**src/rtl/dwc_pcie_axi_slv_rs.sv**
```systemverilog
// dwc_pcie_axi_slv_rs: per-channel AXI slave-port register slice (bypass, forward register or two-entry skid)
// with an idle flag covering all five channels.

module dwc_pcie_axi_slv_rs_ch #(
   parameter int WIDTH = 64,
   parameter int MODE  = 2
) (
   input  logic             slv_aclk,
   input  logic             slv_arstn,
   input  logic             in_valid,
   input  logic [WIDTH-1:0] in_pyld,
   output logic             in_ready,
   output logic             out_valid,
   output logic [WIDTH-1:0] out_pyld,
   input  logic             out_ready,
   output logic             idle
);
   if (MODE == 0) begin : g_bypass
      assign out_valid = in_valid;
      assign out_pyld  = in_pyld;
      assign in_ready  = out_ready;
      assign idle      = 1'b1;
   end else if (MODE == 1) begin : g_fwd
      logic             vld_q;
      logic [WIDTH-1:0] data_q;
      logic             in_xfer;
      assign in_ready  = !vld_q || out_ready;
      assign in_xfer   = in_valid && in_ready;
      assign out_valid = vld_q;
      assign out_pyld  = data_q;
      assign idle      = !vld_q;
      always_ff @(posedge slv_aclk or negedge slv_arstn)
         if (!slv_arstn) vld_q <= 1'b0;
         else vld_q <= in_xfer ? 1'b1 : (out_ready ? 1'b0 : vld_q);
      always_ff @(posedge slv_aclk)
         if (in_xfer) data_q <= in_pyld;
   end else if (MODE == 2) begin : g_skid
      typedef enum logic [1:0] {EMPTY, ONE, FULL} state_t;
      state_t           st, st_nxt;
      logic [WIDTH-1:0] main_q, skid_q;
      logic             in_xfer, out_xfer, ld_main, ld_skid;
      assign in_ready  = st != FULL;
      assign out_valid = st != EMPTY;
      assign out_pyld  = main_q;
      assign idle      = st == EMPTY;
      assign in_xfer   = in_valid && in_ready;
      assign out_xfer  = out_valid && out_ready;
      always_ff @(posedge slv_aclk or negedge slv_arstn)
         if (!slv_arstn) st <= EMPTY;
         else st <= st_nxt;
      always_comb begin
         st_nxt  = st;
         ld_main = 1'b0;
         ld_skid = 1'b0;
         case (st)
            EMPTY: begin
               st_nxt  = in_xfer ? ONE : EMPTY;
               ld_main = in_xfer;
            end
            ONE: begin
               st_nxt  = (in_xfer && !out_xfer) ? FULL : ((out_xfer && !in_xfer) ? EMPTY : ONE);
               ld_main = in_xfer && out_xfer;
               ld_skid = in_xfer && !out_xfer;
            end
            FULL: begin
               st_nxt  = out_xfer ? ONE : FULL;
               ld_main = out_xfer;
            end
            default: st_nxt = EMPTY;
         endcase
      end
      // In FULL the only reload source for main is the skid beat
      always_ff @(posedge slv_aclk) begin
         if (ld_main) main_q <= (st == FULL) ? skid_q : in_pyld;
         if (ld_skid) skid_q <= in_pyld;
      end
   end else begin : g_illegal
      $error("dwc_pcie_axi_slv_rs_ch: MODE must be 0, 1 or 2");
   end
endmodule

module dwc_pcie_axi_slv_rs #(
   parameter int AW_PYLD_WIDTH = 64,
   parameter int AR_PYLD_WIDTH = 64,
   parameter int W_PYLD_WIDTH  = 145,
   parameter int R_PYLD_WIDTH  = 140,
   parameter int B_PYLD_WIDTH  = 12,
   parameter int AW_MODE       = 2,
   parameter int AR_MODE       = 2,
   parameter int W_MODE        = 2,
   parameter int R_MODE        = 2,
   parameter int B_MODE        = 2
) (
   input  logic                     slv_aclk,
   input  logic                     slv_arstn,
   input  logic                     in_aw_valid,
   input  logic [AW_PYLD_WIDTH-1:0] in_aw_pyld,
   output logic                     in_aw_ready,
   output logic                     out_aw_valid,
   output logic [AW_PYLD_WIDTH-1:0] out_aw_pyld,
   input  logic                     out_aw_ready,
   input  logic                     in_ar_valid,
   input  logic [AR_PYLD_WIDTH-1:0] in_ar_pyld,
   output logic                     in_ar_ready,
   output logic                     out_ar_valid,
   output logic [AR_PYLD_WIDTH-1:0] out_ar_pyld,
   input  logic                     out_ar_ready,
   input  logic                     in_w_valid,
   input  logic [W_PYLD_WIDTH-1:0]  in_w_pyld,
   output logic                     in_w_ready,
   output logic                     out_w_valid,
   output logic [W_PYLD_WIDTH-1:0]  out_w_pyld,
   input  logic                     out_w_ready,
   input  logic                     in_r_valid,
   input  logic [R_PYLD_WIDTH-1:0]  in_r_pyld,
   output logic                     in_r_ready,
   output logic                     out_r_valid,
   output logic [R_PYLD_WIDTH-1:0]  out_r_pyld,
   input  logic                     out_r_ready,
   input  logic                     in_b_valid,
   input  logic [B_PYLD_WIDTH-1:0]  in_b_pyld,
   output logic                     in_b_ready,
   output logic                     out_b_valid,
   output logic [B_PYLD_WIDTH-1:0]  out_b_pyld,
   input  logic                     out_b_ready,
   output logic                     slice_idle
);
   logic aw_idle, ar_idle, w_idle, r_idle, b_idle;

   dwc_pcie_axi_slv_rs_ch #(.WIDTH(AW_PYLD_WIDTH), .MODE(AW_MODE)) u_aw (
      .slv_aclk, .slv_arstn,
      .in_valid(in_aw_valid), .in_pyld(in_aw_pyld), .in_ready(in_aw_ready),
      .out_valid(out_aw_valid), .out_pyld(out_aw_pyld), .out_ready(out_aw_ready),
      .idle(aw_idle));

   dwc_pcie_axi_slv_rs_ch #(.WIDTH(AR_PYLD_WIDTH), .MODE(AR_MODE)) u_ar (
      .slv_aclk, .slv_arstn,
      .in_valid(in_ar_valid), .in_pyld(in_ar_pyld), .in_ready(in_ar_ready),
      .out_valid(out_ar_valid), .out_pyld(out_ar_pyld), .out_ready(out_ar_ready),
      .idle(ar_idle));

   dwc_pcie_axi_slv_rs_ch #(.WIDTH(W_PYLD_WIDTH), .MODE(W_MODE)) u_w (
      .slv_aclk, .slv_arstn,
      .in_valid(in_w_valid), .in_pyld(in_w_pyld), .in_ready(in_w_ready),
      .out_valid(out_w_valid), .out_pyld(out_w_pyld), .out_ready(out_w_ready),
      .idle(w_idle));

   dwc_pcie_axi_slv_rs_ch #(.WIDTH(R_PYLD_WIDTH), .MODE(R_MODE)) u_r (
      .slv_aclk, .slv_arstn,
      .in_valid(in_r_valid), .in_pyld(in_r_pyld), .in_ready(in_r_ready),
      .out_valid(out_r_valid), .out_pyld(out_r_pyld), .out_ready(out_r_ready),
      .idle(r_idle));

   dwc_pcie_axi_slv_rs_ch #(.WIDTH(B_PYLD_WIDTH), .MODE(B_MODE)) u_b (
      .slv_aclk, .slv_arstn,
      .in_valid(in_b_valid), .in_pyld(in_b_pyld), .in_ready(in_b_ready),
      .out_valid(out_b_valid), .out_pyld(out_b_pyld), .out_ready(out_b_ready),
      .idle(b_idle));

   assign slice_idle = aw_idle && ar_idle && w_idle && r_idle && b_idle;
endmodule

```
**config.mk**
```make
export PLATFORM = sky130hd
export DESIGN_NAME = dwc_pcie_axi_slv_rs
export DESIGN_NICKNAME = d
export VERILOG_FILES = /design/src/rtl/dwc_pcie_axi_slv_rs.sv
export SDC_FILE = /design/constraint.sdc
export NUM_CORES = 1
export LEC_CHECK = 0
export BUFFER_PORTS_ARGS = -buffer_cell sky130_fd_sc_hd__buf_2
export CORE_AREA = 2 2 343 345
export DETAILED_ROUTE_END_ITERATION = 10
export DIE_AREA = 0 0 345 347
export PLACE_DENSITY = 0.59
export RECOVER_POWER = 50
export SYNTH_ARGS = -nofsm -noshare
export SYNTH_HDL_FRONTEND = slang
export SYNTH_HIERARCHICAL = 1
export SYNTH_SLANG_ARGS = --single-unit
```
**constraint.sdc**
```tcl
create_clock -name slv_aclk -period 16.4 [get_ports slv_aclk]
set_input_delay 1.64 -clock slv_aclk [delete_from_list [all_inputs] [get_ports slv_aclk]]
set_output_delay 1.64 -clock slv_aclk [all_outputs]
set_load 0.02 [all_outputs]
```
==> results of run 1 <==
==> area by class of cell <==
class                   instances  area, um^2  area share
clock buffers                 113        2400      0.0596
well taps                    1524        1910      0.0473
repair buffers                891        4070       0.101
flip-flops and latches        860       25800       0.639
multi-input cells             498        5510       0.137
inverters                      10        37.5    0.000931
diodes                          9        22.5    0.000558
clock inverters                58         607      0.0150
==> layer usage <==
layer / up-vias / share of wire
met4: 22 / 0.032
li1: 7542 / -
met1: 8251 / 0.39
met5: - / 0.0018
met3: 171 / 0.097
met2: 727 / 0.48
==> synthesized netlist by cell type (9+ instances only) <==
library cell,count,share of area
a21oi_1,15,0.0023
and2_1,9,0.0017
buf_12,16,0.0098
buf_2,9,0.0014
buf_6,15,0.0052
dfrtp_1,10,0.0077
edfxtp_1,850,0.78
inv_1,10,0.0012
mux2_2,195,0.067
mux2_4,230,0.11
nand3b_1,10,0.0023
o21ai_0,10,0.0015
==> kinds of logic after synthesis <==
logic type,share of synthesized area
flops,0.792
buf+inv,0.0199
simple gates,0.00888
compound gates,0.00384
mux,0.174
fa+ha+maj,0.00192
==> report_power, final <==
group / switching [W] / leakage, nW / internal (W) / total, W
combinational: 0.00102 / 4.93 / 0.000440 / 0.00146
clock: 0.000880 / 1.46 / 0.00119 / 0.00207
sequential: 0.000120 / 8.04 / 0.00302 / 0.00314
total: 0.00202 / 14.4 / 0.00465 / 0.00667
==> worst register-to-register path, stage by stage, from the launching register on <==
cell	delay, ns
dfrtp_1	0.43
nand2b_1	2.05
and2_1	0.32
ha_1	0.15
a21oi_1	0.06
o21ai_0	1.81
buf_4	1.02
==> registers in the layout, summed over array words and instances (netlist names) <==
register,cells
u_w/g_skid.skid_q,145
u_w/out_pyld,145
u_r/g_skid.skid_q,140
u_r/out_pyld,140
u_ar/g_skid.skid_q,64
u_ar/out_pyld,64
u_aw/g_skid.skid_q,64
u_aw/out_pyld,64
u_b/g_skid.skid_q,12
u_b/out_pyld,12
u_ar/g_skid.st,2
u_aw/g_skid.st,2
u_b/g_skid.st,2
u_r/g_skid.st,2
u_w/g_skid.st,2
==> final timing paths <==
check                                                      from                          end  slack, ns  depth (start not counted)
worst min register to register  u_w/g_skid.skid_q[61]$_DFFE_PP_   u_w/out_pyld[61]$_DFFE_PP_       0.52                          1
worst max-delay path                 u_w/g_skid.st[0]$_DFF_PN0_   u_w/out_pyld[36]$_DFFE_PP_      10.08                          6
worst min-delay path            u_w/g_skid.skid_q[61]$_DFFE_PP_   u_w/out_pyld[61]$_DFFE_PP_       0.52                          1
max in group asynchronous                             slv_arstn  u_ar/g_skid.st[0]$_DFF_PN0_      14.19                          1
min in group asynchronous                             slv_arstn  u_aw/g_skid.st[0]$_DFF_PN0_       1.33                          1
worst max register to register       u_w/g_skid.st[0]$_DFF_PN0_   u_w/out_pyld[36]$_DFFE_PP_      10.08                          6
==> stage by stage <==
| stage | hold slack (ns) | power, W | instance area [um^2] |
|---|---|---|---|
| 3_3_place_gp | 0.527 | 0.00472 | 38400 |
| 3_5_place_dp | 0.533 | 0.00473 | 38400 |
| 2_1_floorplan | 0.501 | 0.00428 | 32500 |
| 4_1_cts | 0.530 | 0.00684 | 41400 |
| 6_report | 0.521 | 0.00667 | 40300 |
| 5_1_grt | 0.532 | 0.00695 | 40300 |
==> results.yml, run 1 <==
run_status:
  status: "complete, but fails checks"
  violations: "capacitance limit, slew limit"
placed_design:
  gp_congestion: 0.812
  dp_hpwl_mm: 59.2
  placed_cells: 3783
  dp_slack_ns: 11.97
  portBuffers: 872
worst_setup_path:
  crit_fanout: 76
  critPathMaxStageDelay_ns: 2.05
  cp_cell_sequence: "nand2b_1, and2_1, ha_1, a21oi_1, o21ai_0, buf_4"
  crit_slowest_cell: "nand2b_1"
  end_kind: "register"
  crit_family: "simple AND/OR/NAND/NOR gates"
  worstSetupPathType: "reg2reg"
  arrival_ns: 6.58
  cp_num_buf_inv: 1
  critPathLaunchType: "register"
  crit_required_ns: 16.66
route:
  first_pass_iters: 5
  antenna_left: 0
  viasPerCell: 4.22
  drtIter0Drc: 1023
  drt_wl_total_mm: 82.8
  drcViolationCount: 0
  vias: 16700
  wl_per_cell_um: 20.9
min_path:
  min_path_type: "reg2reg"
finish:
  stdcell_count: 3963
  area_growth_pct: 23.9
  nets: 2796
  drive_gt1_frac: 0.396
  fillers: 11300
  layout_common_cells: "edfxtp_1, buf_2, clkbuf_1, mux2_2, mux2_1"
  layout_commonest_cell: "edfxtp_1"
  final_core_util: 0.349
grt:
  grt_pass1_vias: 17500
  grt_use_met3: 0.0552
  grt.busiest_layer: "met2"
  grt_max_degree: 78
  grtUsageMet1: 0.154
  grt.met2_usage: 0.216
  antenna_found_initial: 28
  grt_pass1_wl_mm: 118
  track_usage: 0.133
  grt_overflow_total: 0
timing:
  fin_crit_ns: 6.32
  finalHoldViolations: 0
  fin_crit_sh: 0.385
  timing.final.max_slew_violations: 747
  worstMarginPinSlew_ns: 4.39
  fin_skew_ns: 0.0179
  setup_viol: 0
  rsz0062_at_grt: "false"
  timing.fmax_mhz: 158
  setup_tns_ns: 0
  slew-limit-headroom: -1.93
  setup_ws_ns: 10.08
clocking:
  clockBufferDepth: 3
  cts_buffers: 93
  cts_sinks: 860
  cts_resized: 0
  clk_pin_slew_worst_paths_ns: 0.06
  ctsRootBufferMaster: "clkbuf_16"
  ctsHoldBuffers: 0
  cts_tree: "yes"
  cts_setup_buffers: 0
  cts_max_level: 3
  clock_latency_ns: 0.65
yosys:
  syn_area_per_cell_um2: 23.0
  syn_inst: 1416
  ys_seq_elements: 860
  ys.flop_type: "edfxtp_1"
  synth_nets: 1858
  seq_area_frac_synth: 0.792
  synth_cell_type_count: 24
  ys_async_sr_fraction: 0.0116
  yosys_warnings: 6
  synth_edf_count: 850
  syn_area_mm2: 0.0325
floorplanning:
  num_io_pins: 873
  num_rows: 125
  dieArea_mm2: 0.120
  dieWidth_um: 345
  die_h_um: 347
  core-area_mm2: 0.116
  initial_core_util: 0.281
flow_run:
  cap_violations: 15
pwr:
  peakVddDrop_mv: 0.113
  p_per_area_mw_per_mm2: 165
  p_leak_nw: 14.4
No activity file was read; power rests on OpenSTA's default activity.
==> inputs of run 2 (changes only) <==
PLACE_DENSITY = 0.61   (was 0.59)
clock period = 5.2 ns   (was 16.4 ns; I/O delays follow)
==> run 2 against run 1 <==
Effect of this change: the flow still finishes with violations (capacitance limit, slew limit); design area grew 5.6%; power grew to 3.1 times the previous value; global-route usage is essentially flat; final cell count grew 5.5%; via count grew 4.9%; clock-buffer cell count shrank 6; critical path depth shrank 3; routed wire length shrank 0.42%; hold slack lost 0.47 ns; sequential cell count is the same; non-clock buffer count grew 225.
==> results.yml, run 2 (synthesis results as in run 1) <==
finish:
  layout_common_cells: "edfxtp_1, clkbuf_1, dlygate4sd3_1, mux2_4, mux2_2"
  drive_gt1_frac: 0.257
  nets: 3019
  area_growth_pct: 30.9
  layout_commonest_cell: "edfxtp_1"
  design_area_mm2: 0.0426
route:
  wl_per_cell_um: 19.7
  vias: 17500
  antenna_left: 0
  viasPerCell: 4.19
  drtIter0Drc: 1098
  drcViolationCount: 0
  first_pass_iters: 5
  drt_wl_total_mm: 82.4
pwr:
  netSwitchingPower_w: 0.00640
  peakVddDrop_mv: 0.386
  switching_share: 0.305
  seq_power_share: 0.472
  p_leak_nw: 15.0
  power.internal_w: 0.0146
  pwr-share-clk: 0.302
  p_per_area_mw_per_mm2: 492
  p_comb_frac: 0.226
  power_w: 0.0210
floorplanning:
  die_h_um: 347
  dieWidth_um: 345
  core-area_mm2: 0.116
  num_io_pins: 873
  dieArea_mm2: 0.120
  num_rows: 125
  initial_core_util: 0.281
clocking:
  ctsRootBufferMaster: "clkbuf_16"
  clk_pin_slew_worst_paths_ns: 0.06
  cts_max_level: 3
  cts_setup_buffers: 0
  clock_latency_ns: 0.66
  cts_sinks: 860
  clockBufferDepth: 3
  cts_tree: "yes"
  cts_buffers: 91
worst_setup_path:
  worstSetupPathType: "reg2reg"
  crit_fanout: 145
  cp_num_buf_inv: 1
  crit_slowest_cell: "buf_2"
  crit_family: "buffers and inverters"
  crit_required_ns: 5.37
  arrival_ns: 4.13
  critPathMaxStageDelay_ns: 2.43
  end_kind: "register"
  cp_cell_sequence: "nand3b_1, nor2_4, buf_2"
  critPathLaunchType: "register"
grt:
  grt_pass1_vias: 18600
  track_usage: 0.133
  grt_max_degree: 146
  grt_overflow_total: 0
  grt_pass1_wl_mm: 120
  antenna_found_initial: 13
timing:
  timing.fmax_mhz: 253
  finalHoldViolations: 0
  fin_crit_ns: 3.96
  worstMarginPinSlew_ns: 3.54
  slew-limit-headroom: -1.36
  setup_viol: 0
  fin_skew_ns: 0.0482
  hold_slack_ns: 0.0560
  rsz0062_at_grt: "false"
  fin_crit_sh: 0.761
  timing.final.max_slew_violations: 475
run_status:
  violations: "capacitance limit, slew limit"
  status: "complete, but fails checks"
placed_design:
  gp_congestion: 0.794
  portBuffers: 872
  place_area_mm2: 0.0385
  dp_hpwl_mm: 57.2
min_path:
  min_path_type: "in2reg"
flow_run:
  cap_violations: 7
run 2: cell type report:
| class | instances | area, um^2 |
|---|---|---|
| sequential | 860 | 25800 |
| clock inverter | 59 | 531 |
| fill | 11100 | 73100 |
| antenna | 8 | 20.0 |
| clock buffer | 107 | 2380 |
| multi-input combinational | 498 | 6070 |
| tap | 1524 | 1910 |
| inverter | 10 | 37.5 |
| timing repair buffer | 1116 | 5890 |
run 2: stage by stage:
step | std cells | TNS [ns] | util | setup slack (ns)
finish | 4182 | 0 | 0.368 | 1.24
global route | 4179 | 0 | 0.368 | 0.994
floorplan | 1416 | -29.35 | - | -0.210
CTS | 4174 | 0 | 0.378 | 2.03
global placement | 3783 | 0 | 0.333 | 2.16
detailed placement | 3783 | 0 | 0.333 | 2.13
run 2: final timing paths:
kind	startpoint	to	slack, ns	cells past startpoint
min in group asynchronous	slv_arstn	u_aw/g_skid.st[0]$_DFF_PN0_	0.82	2
min	out_aw_ready	u_aw/g_skid.st[1]$_DFF_PN0_	0.06	2
min reg2reg	u_w/g_skid.skid_q[57]$_DFFE_PP_	u_w/out_pyld[57]$_DFFE_PP_	0.53	1
max reg2reg	u_w/g_skid.st[1]$_DFF_PN0_	u_w/g_skid.skid_q[85]$_DFFE_PP_	1.24	3
max	u_w/g_skid.st[1]$_DFF_PN0_	u_w/g_skid.skid_q[85]$_DFFE_PP_	1.24	3
max in group asynchronous	slv_arstn	u_b/g_skid.st[1]$_DFF_PN0_	3.43	2
run 2: per-layer routing:
layer	part of all wire	global-route usage	up-vias	wire, um
li1	-	-	7977	-
met1	0.39	0.155	8624	32200
met2	0.48	0.217	751	39500
met3	0.091	0.0500	174	7490
met4	0.039	0.0609	14	3180
met5	0.0011	0	-	92
run 2: what timing repair did:
action	4_1_cts	5_1_grt
gates resized for setup	0	0
hold endpoints to repair	234	0
hold buffers	225	0
endpoints found under the setup margin	0	0
run 2: power groups by stage:
stage | registers, W | logic (W) | clock network (W)
finish | 0.00989 | 0.00475 | 0.00633
CTS | 0.00985 | 0.00514 | 0.00654
global route | 0.0100 | 0.00504 | 0.00680
detailed placement | 0.00997 | 0.00499 | 0
floorplan | 0.0113 | 0.00189 | 0
global placement | 0.00994 | 0.00499 | 0
==> inputs of run 3 (changes only) <==
clock period = 3.2 ns   (was 5.2 ns; I/O delays follow)
==> run 3 against run 2 <==
Effect of this change: the run still ends with capacitance limit, slew limit left; combinational power increased by 68%; die area unchanged; power increased by 66%; core utilization increased by 2.0 points; first-iteration DRC count increased by 14%; sequential share of layout area decreased by 3.2 points; hold slack improved by 0.020 ns; critical path depth increased by 1; critical path type is now reg2out; critical endpoint is now in_ar_ready; highest routed layer unchanged.
==> results.yml, run 3 (synthesis results as in run 1) <==
run_status:
  status: "complete, but fails checks"
  violations: "capacitance limit, slew limit"
placed_design:
  placed_cells: 3797
  gp_congestion: 0.822
  portBuffers: 872
  dp_slack_ns: 0.651
  dp_hpwl_mm: 58.7
  place_area_mm2: 0.0387
floorplanning:
  num_rows: 125
  num_io_pins: 873
  initial_core_util: 0.281
  core-area_mm2: 0.116
  dieArea_mm2: 0.120
  dieWidth_um: 345
  die_h_um: 347
worst_setup_path:
  end_kind: "output pin"
  cp.depth: 4
  rr_endpoint: "u_ar/g_skid.skid_q[42]$_DFFE_PP_"
  worstSetupEndpoint: "in_ar_ready"
  cp_num_buf_inv: 3
  crit_path_frequent_cell: "buf_4"
  critPathLaunchType: "register"
  crit_slowest_cell: "buf_4"
  critPathLaunch: "u_ar/g_skid.st[0]$_DFF_PN0_"
  arrival_ns: 2.48
  critPathMaxStageDelay_ns: 0.60
  crit_fanout: 42
  worstSetupPathType: "reg2out"
  cp_cell_sequence: "nand2b_1, buf_4, buf_4, buf_2"
  rr_startpoint: "u_ar/g_skid.st[1]$_DFF_PN0_"
  crit_family: "buffers and inverters"
  reg2regPathDepth: 3
  crit_required_ns: 2.88
  r2r_setup_slack_ns: 0.43
clocking:
  clock_latency_ns: 0.66
  cts_tree: "yes"
  ctsRootBufferMaster: "clkbuf_16"
  cts_sinks: 860
  cts_resized: 0
  cts_buffers: 92
  clockBufferDepth: 3
  cts_max_level: 3
  clk_pin_slew_worst_paths_ns: 0.06
  ctsHoldBuffers: 434
  cts_setup_buffers: 0
grt:
  grt_pass1_vias: 19700
  grt_overflow_total: 0
  antenna_found_initial: 9
  grt_pass1_wl_mm: 125
  track_usage: 0.137
  grt_max_degree: 143
finish:
  layout_common_cells: "edfxtp_1, clkbuf_1, dlygate4sd3_1, mux2_4, mux2_2"
  stdcell_count: 4399
  drive_gt1_frac: 0.233
  area_growth_pct: 38.2
  design_area_mm2: 0.0450
  nets: 3243
  layout_commonest_cell: "edfxtp_1"
pwr:
  p_per_area_mw_per_mm2: 774
  p_leak_nw: 15.9
  peakVddDrop_mv: 0.505
timing:
  setup_ws_ns: 0.404
  worstMarginPinSlew_ns: 2.00
  slew-limit-headroom: -0.331
  timing.fmax_mhz: 358
  hold_slack_ns: 0.0758
  setup_viol: 0
  setup_tns_ns: 0
  finalHoldViolations: 0
  rsz0062_at_grt: "false"
  timing.final.max_slew_violations: 67
  fin_crit_ns: 2.80
  fin_skew_ns: 0.0265
  fin_crit_sh: 0.874
route:
  drcViolationCount: 0
  drtIter0Drc: 1254
  drt_wl_total_mm: 85.7
  viasPerCell: 4.17
  first_pass_iters: 4
  wl_per_cell_um: 19.5
  antenna_left: 0
  vias: 18300
flow_run:
  cap_violations: 3
min_path:
  min_path_type: "in2reg"
==> run 3: how the worst min path moves through the flow <==
stage                            from                           to  slack (ns)  cells past startpoint
after global placement      slv_arstn  u_ar/g_skid.st[0]$_DFF_PN0_        0.30                      1
after floorplan             slv_arstn  u_ar/g_skid.st[0]$_DFF_PN0_        0.02                      0
after CTS                 in_aw_valid  u_aw/g_skid.st[1]$_DFF_PN0_       0.006                      3
final                     in_aw_valid  u_aw/g_skid.st[1]$_DFF_PN0_        0.08                      3
after detailed placement    slv_arstn  u_ar/g_skid.st[1]$_DFF_PN0_        0.30                      1
after global routing      in_aw_valid  u_aw/g_skid.st[1]$_DFF_PN0_        0.07                      3
==> run 3: layout make-up <==
class | instances | area, um^2
fill | 10900 | 70800
sequential | 860 | 25800
timing repair buffer | 1339 | 8050
multi-input combinational | 498 | 6150
clock buffer | 113 | 2420
tap | 1524 | 1910
clock inverter | 52 | 624
inverter | 10 | 37.5
antenna | 3 | 7.51
==> run 3: report_power, final <==
| part | leakage [nW] | total, W | internal, W | switching, W |
|---|---|---|---|---|
| combinational | 6.40 | 0.00800 | 0.00256 | 0.00544 |
| clock | 1.48 | 0.0107 | 0.00630 | 0.00445 |
| sequential | 8.04 | 0.0161 | 0.0154 | 0.000720 |
==> run 3: layer usage <==
metal,global-route usage,vias to the layer above,share of wire
li1,-,8414,-
met1,0.163,9033,0.39
met2,0.229,709,0.49
met3,0.0410,181,0.073
met4,0.0629,6,0.040
met5,0,-,0.00037
==> run 3: through the flow <==
| stage | utilization | power, W |
|---|---|---|
| 3_5_place_dp | 0.334 | 0.0244 |
| 4_1_cts | 0.398 | 0.0358 |
| 3_3_place_gp | 0.334 | 0.0243 |
| 6_report | 0.389 | 0.0348 |
| 5_1_grt | 0.389 | 0.0363 |
| 2_1_floorplan | - | 0.0214 |
==> run 3: worst register-to-register path: cells and delay by family (launching register included) <==
family	cells	cell delay (ns)
buffers and inverters	1	1.03
DFF	1	0.44
and+or+nand+nor	2	0.85
